### config.mk
export PLATFORM = sky130hd
export DESIGN_NAME = sp_sram_bank_ctrl
export DESIGN_NICKNAME = d
export VERILOG_FILES = /design/src/rtl/sram_bank_pkg.sv /design/src/rtl/sp_sram_bank_ctrl.sv
export SDC_FILE = /design/constraint.sdc
export NUM_CORES = 1
export LEC_CHECK = 0
export ABC_CLOCK_PERIOD_IN_PS = 1550
export BUFFER_PORTS_ARGS = -buffer_cell sky130_fd_sc_hd__buf_2
export CAP_MARGIN = 15
export CORE_MARGIN = 2
export CORE_UTILIZATION = 42
export DETAILED_ROUTE_END_ITERATION = 10
export PLACE_DENSITY = 0.9
export SLEW_MARGIN = 25
export SYNTH_ARGS = -nofsm -noshare
export SYNTH_HDL_FRONTEND = slang
export SYNTH_SLANG_ARGS = --single-unit
### constraint.sdc
create_clock -name clk -period 1.55 [get_ports clk]
set_input_delay 0.155 -clock clk [delete_from_list [all_inputs] [get_ports clk]]
set_output_delay 0.155 -clock clk [all_outputs]
set_load 0.005 [all_outputs]
### src/rtl/sram_bank_pkg.sv
// Shared types and default geometry for single-port SRAM bank controllers.
// Included ahead of every file that builds or wraps a bank.
package sram_bank_pkg;

  localparam int BANK_AW = 13;
  localparam int BANK_DW = 32;

  typedef enum logic {ST_INIT, ST_RUN} bank_state_e;

endpackage

### src/rtl/sp_sram_bank_ctrl.sv
// Single-port SRAM bank front end: req/gnt/rvalid to en/we/be strobes.
// Zero-fills the bank after reset or on request and holds read data.
module sp_sram_bank_ctrl
  import sram_bank_pkg::*;
#(
  parameter int AW      = BANK_AW,
  parameter int DW      = BANK_DW,
  parameter bit INIT_EN = 1'b1
) (
  input  logic            clk,
  input  logic            rst_n,
  input  logic            req_i,
  output logic            gnt_o,
  input  logic [AW-1:0]   addr_i,
  input  logic            we_i,
  input  logic [DW/8-1:0] be_i,
  input  logic [DW-1:0]   wdata_i,
  output logic            rvalid_o,
  output logic [DW-1:0]   rdata_o,
  input  logic            init_req_i,
  output logic            init_done_o,
  output logic            ram_en_o,
  output logic [AW-1:0]   ram_addr_o,
  output logic            ram_we_o,
  output logic [DW/8-1:0] ram_be_o,
  output logic [DW-1:0]   ram_wdata_o,
  input  logic [DW-1:0]   ram_rdata_i
);

  bank_state_e   state_q;
  logic [AW-1:0] cnt_q;
  logic          rvalid_q;
  logic          rd_pend_q;
  logic [DW-1:0] hold_q;

  logic in_init;
  logic in_run;
  logic grant;

  // Strobes are gated by rst_n so the bank sees idle during reset.
  assign in_init = rst_n && (state_q == ST_INIT);
  assign in_run  = rst_n && (state_q == ST_RUN);
  assign grant   = in_run && req_i && !init_req_i;

  assign gnt_o       = grant;
  assign init_done_o = (state_q == ST_RUN);
  assign rvalid_o    = rvalid_q;
  assign rdata_o     = rd_pend_q ? ram_rdata_i : hold_q;

  assign ram_en_o    = in_init || grant;
  assign ram_we_o    = in_init || (in_run && we_i);
  assign ram_be_o    = in_init ? '1 : (in_run ? be_i : '0);
  assign ram_addr_o  = in_init ? cnt_q : (in_run ? addr_i : '0);
  assign ram_wdata_o = in_run ? wdata_i : '0;

  // Fill sequencer: walk every word once, then serve requests.
  always_ff @(posedge clk or negedge rst_n) begin
    if (!rst_n) begin
      state_q <= INIT_EN ? ST_INIT : ST_RUN;
      cnt_q   <= '0;
    end else begin
      unique case (state_q)
        ST_INIT: begin
          cnt_q <= cnt_q + 1'b1;
          if (&cnt_q) state_q <= ST_RUN;
        end
        ST_RUN: begin
          if (init_req_i) begin
            state_q <= ST_INIT;
            cnt_q   <= '0;
          end
        end
      endcase
    end
  end

  // Response path: one-cycle rvalid, macro Q captured into the hold reg.
  always_ff @(posedge clk or negedge rst_n) begin
    if (!rst_n) begin
      rvalid_q  <= 1'b0;
      rd_pend_q <= 1'b0;
      hold_q    <= '0;
    end else begin
      rvalid_q  <= grant;
      rd_pend_q <= grant && !we_i;
      if (rd_pend_q) hold_q <= ram_rdata_i;
    end
  end

endmodule

==> results of run 1 <==
-- cell families after synthesis --
family          Yosys count  share of synthesized area
fa+ha+maj                 1                   0.004982
simple gates             82                     0.1903
xor+xnor                  9                    0.03139
compound gates           20                    0.06029
mux                      45                     0.1953
flops                    48                     0.4783
buf+inv                  22                    0.03936
-- report_power, final --
| part | internal (W) | switching (W) | leakage [nW] |
|---|---|---|---|
| logic | 0.000432 | 0.000406 | 1.43 |
| clock network | 0.000306 | 0.000385 | 0.0400 |
| registers | 0.00140 | 0.000167 | 0.638 |
-- stage by stage --
step / cells / worst slack, ns / hold slack (ns) / total power, W / area [µm²]
after floorplan: 227 / 0.1727 / -0.1406 / 0.002009 / 2511
after global placement: 462 / 0.1322 / 0.1276 / 0.002317 / 3462
after detailed placement: 462 / 0.05795 / 0.1447 / 0.002361 / 3462
after CTS: 472 / -0.03138 / 0.01897 / 0.003068 / 3605
after global routing: 474 / -0.07182 / 0.01075 / 0.003278 / 3765
final: 474 / -0.01838 / 0.02644 / 0.003093 / 3765
-- layer usage --
layer / share of wire / up-vias
li1: - / 1135
met1: 0.37 / 1147
met2: 0.55 / 113
met3: 0.064 / 11
met4: 0.014 / 0
met5: 0 / -
-- layout by cell type, fill, tap and decap left out, types with 2 or more instances in the layout --
cell / netlist / layout
mux2_4: 0 / 10
xnor2_1: 7 / 7
mux2i_1: 13 / 12
xor2_1: 2 / 2
nor4_2: 4 / 2
and3_1: 32 / 32
o21a_1: 5 / 5
nor3_1: 2 / 2
buf_6: 1 / 10
buf_12: 0 / 2
nand3_1: 6 / 6
nor2_1: 3 / 2
nand2_1: 19 / 19
dfrtp_1: 48 / 46
nand2b_1: 2 / 2
mux2_2: 30 / 22
a21boi_1: 0 / 2
buf_4: 0 / 8
inv_1: 3 / 2
nor4_4: 0 / 2
buf_2: 7 / 160
dfrtp_2: 0 / 2
o21ai_0: 2 / 2
nor2b_1: 12 / 12
clkbuf_8: 0 / 5
o22ai_2: 3 / 3
o22ai_1: 6 / 6
clkinvlp_4: 0 / 2
-- what timing repair did --
item                                   in CTS  in global routing
endpoints found under the hold margin       9                  0
hold buffers                                1                  0
resized for setup                           3                 30
setup endpoints to repair                  46                 58
pin swaps                                   0                  1
cloned                                      1                  1
setup buffers                               1                  1
-- layout make-up --
| type | count | area (µm²) |
|---|---|---|
| inverters | 3 | 15.01 |
| repair buffers | 184 | 1096 |
| fillers | 473 | 2086 |
| clock buffers | 5 | 68.82 |
| flip-flops and latches | 48 | 1204 |
| multi-input cells | 157 | 1275 |
| clock inverters | 2 | 12.51 |
| well taps | 75 | 93.84 |
-- final timing paths --
kind | start | end
min | we_i | rd_pend_q
max | rd_pend_q | rdata_o[17]
max in group asynchronous | rst_n | rd_pend_q
max reg2reg | cnt_q[1] | cnt_q[12]
min reg2reg | hold_q[21] | hold_q[21]
min in group asynchronous | rst_n | cnt_q[8]
-- registers in the layout, indices dropped and copies added, names as in the netlist --
| register | cells |
|---|---|
| init_done_o | 1 |
| hold_q | 32 |
| rd_pend_q | 1 |
| rvalid_o | 1 |
| cnt_q | 13 |
-- Yosys cell counts, drive strengths merged --
cell type  number  share of area
nor4            4          0.020
clkbuf         10          0.015
nand2b          2         0.0050
nor2            3         0.0045
inv             3         0.0045
ha              1         0.0050
dfrtp          48           0.48
mux2           32           0.14
xor2            2         0.0070
o2bb2ai         1         0.0035
mux2i          13          0.052
o22ai           9          0.030
nand3b          1         0.0030
nor3            2         0.0040
xnor2           7          0.024
o21a            5          0.015
a21boi          2         0.0060
o21ai           3         0.0060
and3           32          0.080
buf             9          0.020
nand2          19          0.028
nor2b          12          0.030
nand3           7          0.016
-- worst register-to-register path: cells and delay by family (launching register included) --
family          cells  cell delay (ns)
compound gates      1             0.10
xor+xnor            1             0.18
fa+ha+maj           1             0.22
flops               1             0.36
simple gates        2             0.43
==> impl_metrics.json, run 1 <==
{
  "status": "finished, violations left",
  "violations": "setup timing",
  "path_buf_inv": 2,
  "fin_crit_ns": 1.568,
  "r2r_slack_ns": 0.13,
  "finalCritPeriodShare": 1.012,
  "drc": 0,
  "synth_area_um2": 2511,
  "maxCapViolCount": 0,
  "diodes": 0,
  "slew_violations": 0,
  "grt_pass1_vias": 2288,
  "dieArea_um2": 6614,
  "htree_levels": 2,
  "crit_path_top_delay_cell": "dfrtp_2",
  "die_h_um": 81.33,
  "track_usage": 0.1935,
  "grt_use_met2": 0.3844,
  "gp_congestion": 0.8923,
  "ios": 172,
  "cp.required_ns": 1.39,
  "syn_avg_cell_area_um2": 11.06,
  "irDropWorstVdd_v": 0.0004986,
  "port_buffers": 171,
  "cp-end-kind": "output port",
  "ys_types": 29,
  "hold_path_depth": 2,
  "vias": 2406,
  "dieWidth_um": 81.33,
  "netlist_instances": 227,
  "clock_skew_ns": 0.003025,
  "cts_tree": "done",
  "hpwl_mm": 5.082,
  "syn-num-nets": 314,
  "ys_warn_count": 0,
  "slowest_delay_ns": 0.43,
  "setup-tns-final_ns": -0.2398,
  "drive_above_1_share": 0.5915,
  "grtUsageMet1": 0.2032,
  "drtIter0Drc": 77,
  "area_growth_pct": 49.93,
  "use_met3": 0.03556,
  "fmax_ghz": 0.6376,
  "fin_util": 0.6435,
  "grt_setup_unrepaired": "true",
  "cts-root-buf": "clkbuf_8",
  "path_class": "reg -> out",
  "nNetsFinal": 486,
  "cts_buffer_depth": 2,
  "p_leak_nw": 2.105,
  "crit_chain": "buf_12 -> mux2_2 -> buf_2",
  "tightest_slew_ns": 0.4628,
  "yosysSeqAreaShare": 0.4783,
  "wl_per_cell_um": 14.89,
  "placement_rows": 28,
  "hp-class": "in -> reg",
  "clock_sinks": 48,
  "grt_max_degree": 56,
  "worst_r2r_path_depth": 5,
  "start_util": 0.4292,
  "path_clk_slew_ns": 0.08,
  "numCtsBuffers": 5,
  "critPathLaunchType": "flop",
  "overflow": 0,
  "top_usage_layer": "met2",
  "wl_mm": 7.058,
  "firstDrtPassIters": 4,
  "grt_first_pass_wirelength_mm": 9.977,
  "synth-seq-cells": 48,
  "power.density_nw_per_um2": 821.5,
  "max_slew_margin": 0.6904,
  "antenna_found_initial": 0,
  "critPathMaxFanout": 16,
  "hold_viol": 0,
  "setup_slack_ns": -0.01838,
  "core_um2": 5851,
  "avgViaCountPerCell": 5.076,
  "cp_data_arrival_time_ns": 1.41,
  "postRouteAntennaNets": 0,
  "clk_latency_ns": 0.29,
  "setup_viol_count_final": 22,
  "cp_top_family": "flip-flops",
  "critical_path_depth": 3
}
Power figures use the tool's default switching activity.
==> run 2: changes to the inputs <==
--- a/config.mk
+++ b/config.mk
@@ -8,10 +8,13 @@
 export ABC_CLOCK_PERIOD_IN_PS = 1550
 export BUFFER_PORTS_ARGS = -buffer_cell sky130_fd_sc_hd__buf_2
 export CAP_MARGIN = 15
+export CELL_PAD_IN_SITES_DETAIL_PLACEMENT = 1
+export CELL_PAD_IN_SITES_GLOBAL_PLACEMENT = 2
 export CORE_MARGIN = 2
-export CORE_UTILIZATION = 42
+export CORE_UTILIZATION = 23
 export DETAILED_ROUTE_END_ITERATION = 10
-export PLACE_DENSITY = 0.9
+export PLACE_DENSITY = 0.89
+export SKIP_LAST_GASP = 1
 export SLEW_MARGIN = 25
 export SYNTH_ARGS = -nofsm -noshare
 export SYNTH_HDL_FRONTEND = slang
==> impl_metrics.json, run 2 (synthesis results as in run 1) <==
{
  "status": "finished, violations left",
  "violations": "setup timing",
  "drc": 0,
  "reg_top3": "hold_q x32, cnt_q x13",
  "area_growth_pct": 53.56,
  "postRouteAntennaNets": 0,
  "tightest_slew_ns": 0.4490,
  "port_buffers": 171,
  "maxCapViolCount": 0,
  "clock_skew_ns": 0.01581,
  "numCtsBuffers": 5,
  "largest-register": "hold_q",
  "drive_above_1_share": 0.5961,
  "setup_slack_ns": -0.006564,
  "overflow": 0,
  "hpwl_mm": 6.108,
  "core_um2": 10750,
  "avgViaCountPerCell": 4.383,
  "gp_congestion": 0.7405,
  "grt_max_degree": 57,
  "slew_violations": 0,
  "grt_pass1_vias": 2425,
  "firstDrtPassIters": 4,
  "place_area_um2": 3561,
  "clock_sinks": 48,
  "irDropWorstVdd_v": 0.0005206,
  "track_usage": 0.1278,
  "placement_rows": 38,
  "ios": 172,
  "mostFrequentLayoutCells": "buf_2, dfrtp_1, and3_1, mux2_2, nand2_1",
  "critPathMaxFanout": 16,
  "layout.cells.non_filler": 546,
  "cp.required_ns": 1.39,
  "grt_first_pass_wirelength_mm": 12.01,
  "cp_data_arrival_time_ns": 1.40,
  "diodes": 0,
  "critPathLaunchType": "flop",
  "dieWidth_um": 108.5,
  "path_class": "reg -> out",
  "vias": 2393,
  "wl_mm": 8.126,
  "power.density_nw_per_um2": 905.0,
  "antenna_found_initial": 0,
  "htree_levels": 2,
  "cp-end-kind": "output port",
  "drtIter0Drc": 56,
  "hp-class": "in -> reg",
  "largest_reg_flops": 32,
  "fin_util": 0.3589,
  "start_util": 0.2337,
  "fmax_ghz": 0.6424,
  "dp_cells": 531,
  "setup-tns-final_ns": -0.01764,
  "cts_buffer_depth": 2,
  "worstHoldStart": "we_i",
  "wl_per_cell_um": 14.88,
  "fin_area_um2": 3856,
  "reg2reg_from": "cnt_q[0]",
  "clk_latency_ns": 0.30,
  "final_common_cell": "buf_2",
  "finalCritPeriodShare": 1.004,
  "grt_setup_unrepaired": "true",
  "crit_path_start": "rd_pend_q",
  "cts_tree": "done",
  "hold_viol": 0,
  "p_leak_nw": 2.146,
  "dieArea_um2": 11770,
  "setup_viol_count_final": 7,
  "nNetsFinal": 492,
  "hold_slack_ns": 0.03306,
  "die_h_um": 108.5,
  "nFillCells": 1278,
  "path_clk_slew_ns": 0.10,
  "cts-root-buf": "clkbuf_8",
  "fin_crit_ns": 1.557,
  "max_slew_margin": 0.7007
}
-- run 2: worst max-delay path: stages, from the launching register on --
cell and delay (ns):
dfrtp_2 0.42, clkbuf_16 0.20, mux2_2 0.35, buf_2 0.13
-- run 2: repair_timing --
item	CTS	global route
hold buffers	1	0
endpoints found under the hold margin	2	0
setup endpoints to repair	76	58
resized for setup	3	9
buffers inserted	1	2
pin swaps	0	1
gates cloned	0	3
-- run 2: report_power, final --
group	total (W)	internal (W)	leakage [nW]	switching (W)
clock	0.00109	0.000649	0.0687	0.000437
combinational	0.000829	0.000416	1.44	0.000412
sequential	0.00157	0.00140	0.638	0.000178
-- run 2: layer usage --
layer,routed length [µm],global-route usage
met5,0,0
met4,111,0.02930
met3,376,0.02411
met2,4301,0.2366
met1,3336,0.1518
-- run 2: final cells by class --
class | instances | area, µm² | area share
well taps | 140 | 175.2 | 0.04543
inverters | 3 | 15.01 | 0.003894
flip-flops and latches | 48 | 1204 | 0.3121
clock buffers | 5 | 68.82 | 0.01785
clock inverters | 3 | 68.82 | 0.01785
multi-input cells | 157 | 1240 | 0.3215
repair buffers | 190 | 1085 | 0.2813
-- run 2: stage by stage --
| stage | setup slack, ns | total power, W |
|---|---|---|
| 2_1_floorplan | 0.1727 | 0.002009 |
| 3_3_place_gp | 0.1571 | 0.002359 |
| 3_5_place_dp | 0.1144 | 0.002404 |
| 4_1_cts | -0.04555 | 0.003528 |
| 5_1_grt | -0.07043 | 0.003694 |
| 6_report | -0.006564 | 0.003490 |
-- run 2: final timing paths --
check | cells after the start | to | slack (ns)
setup / recovery | 3 | rdata_o[21] | -0.007
hold / removal | 2 | rd_pend_q | 0.03
setup reg to reg | 5 | cnt_q[12] | 0.10
hold reg to reg | 1 | hold_q[4] | 0.50
max in group asynchronous | 2 | hold_q[15] | 0.79
min in group asynchronous | 2 | hold_q[12] | 0.14
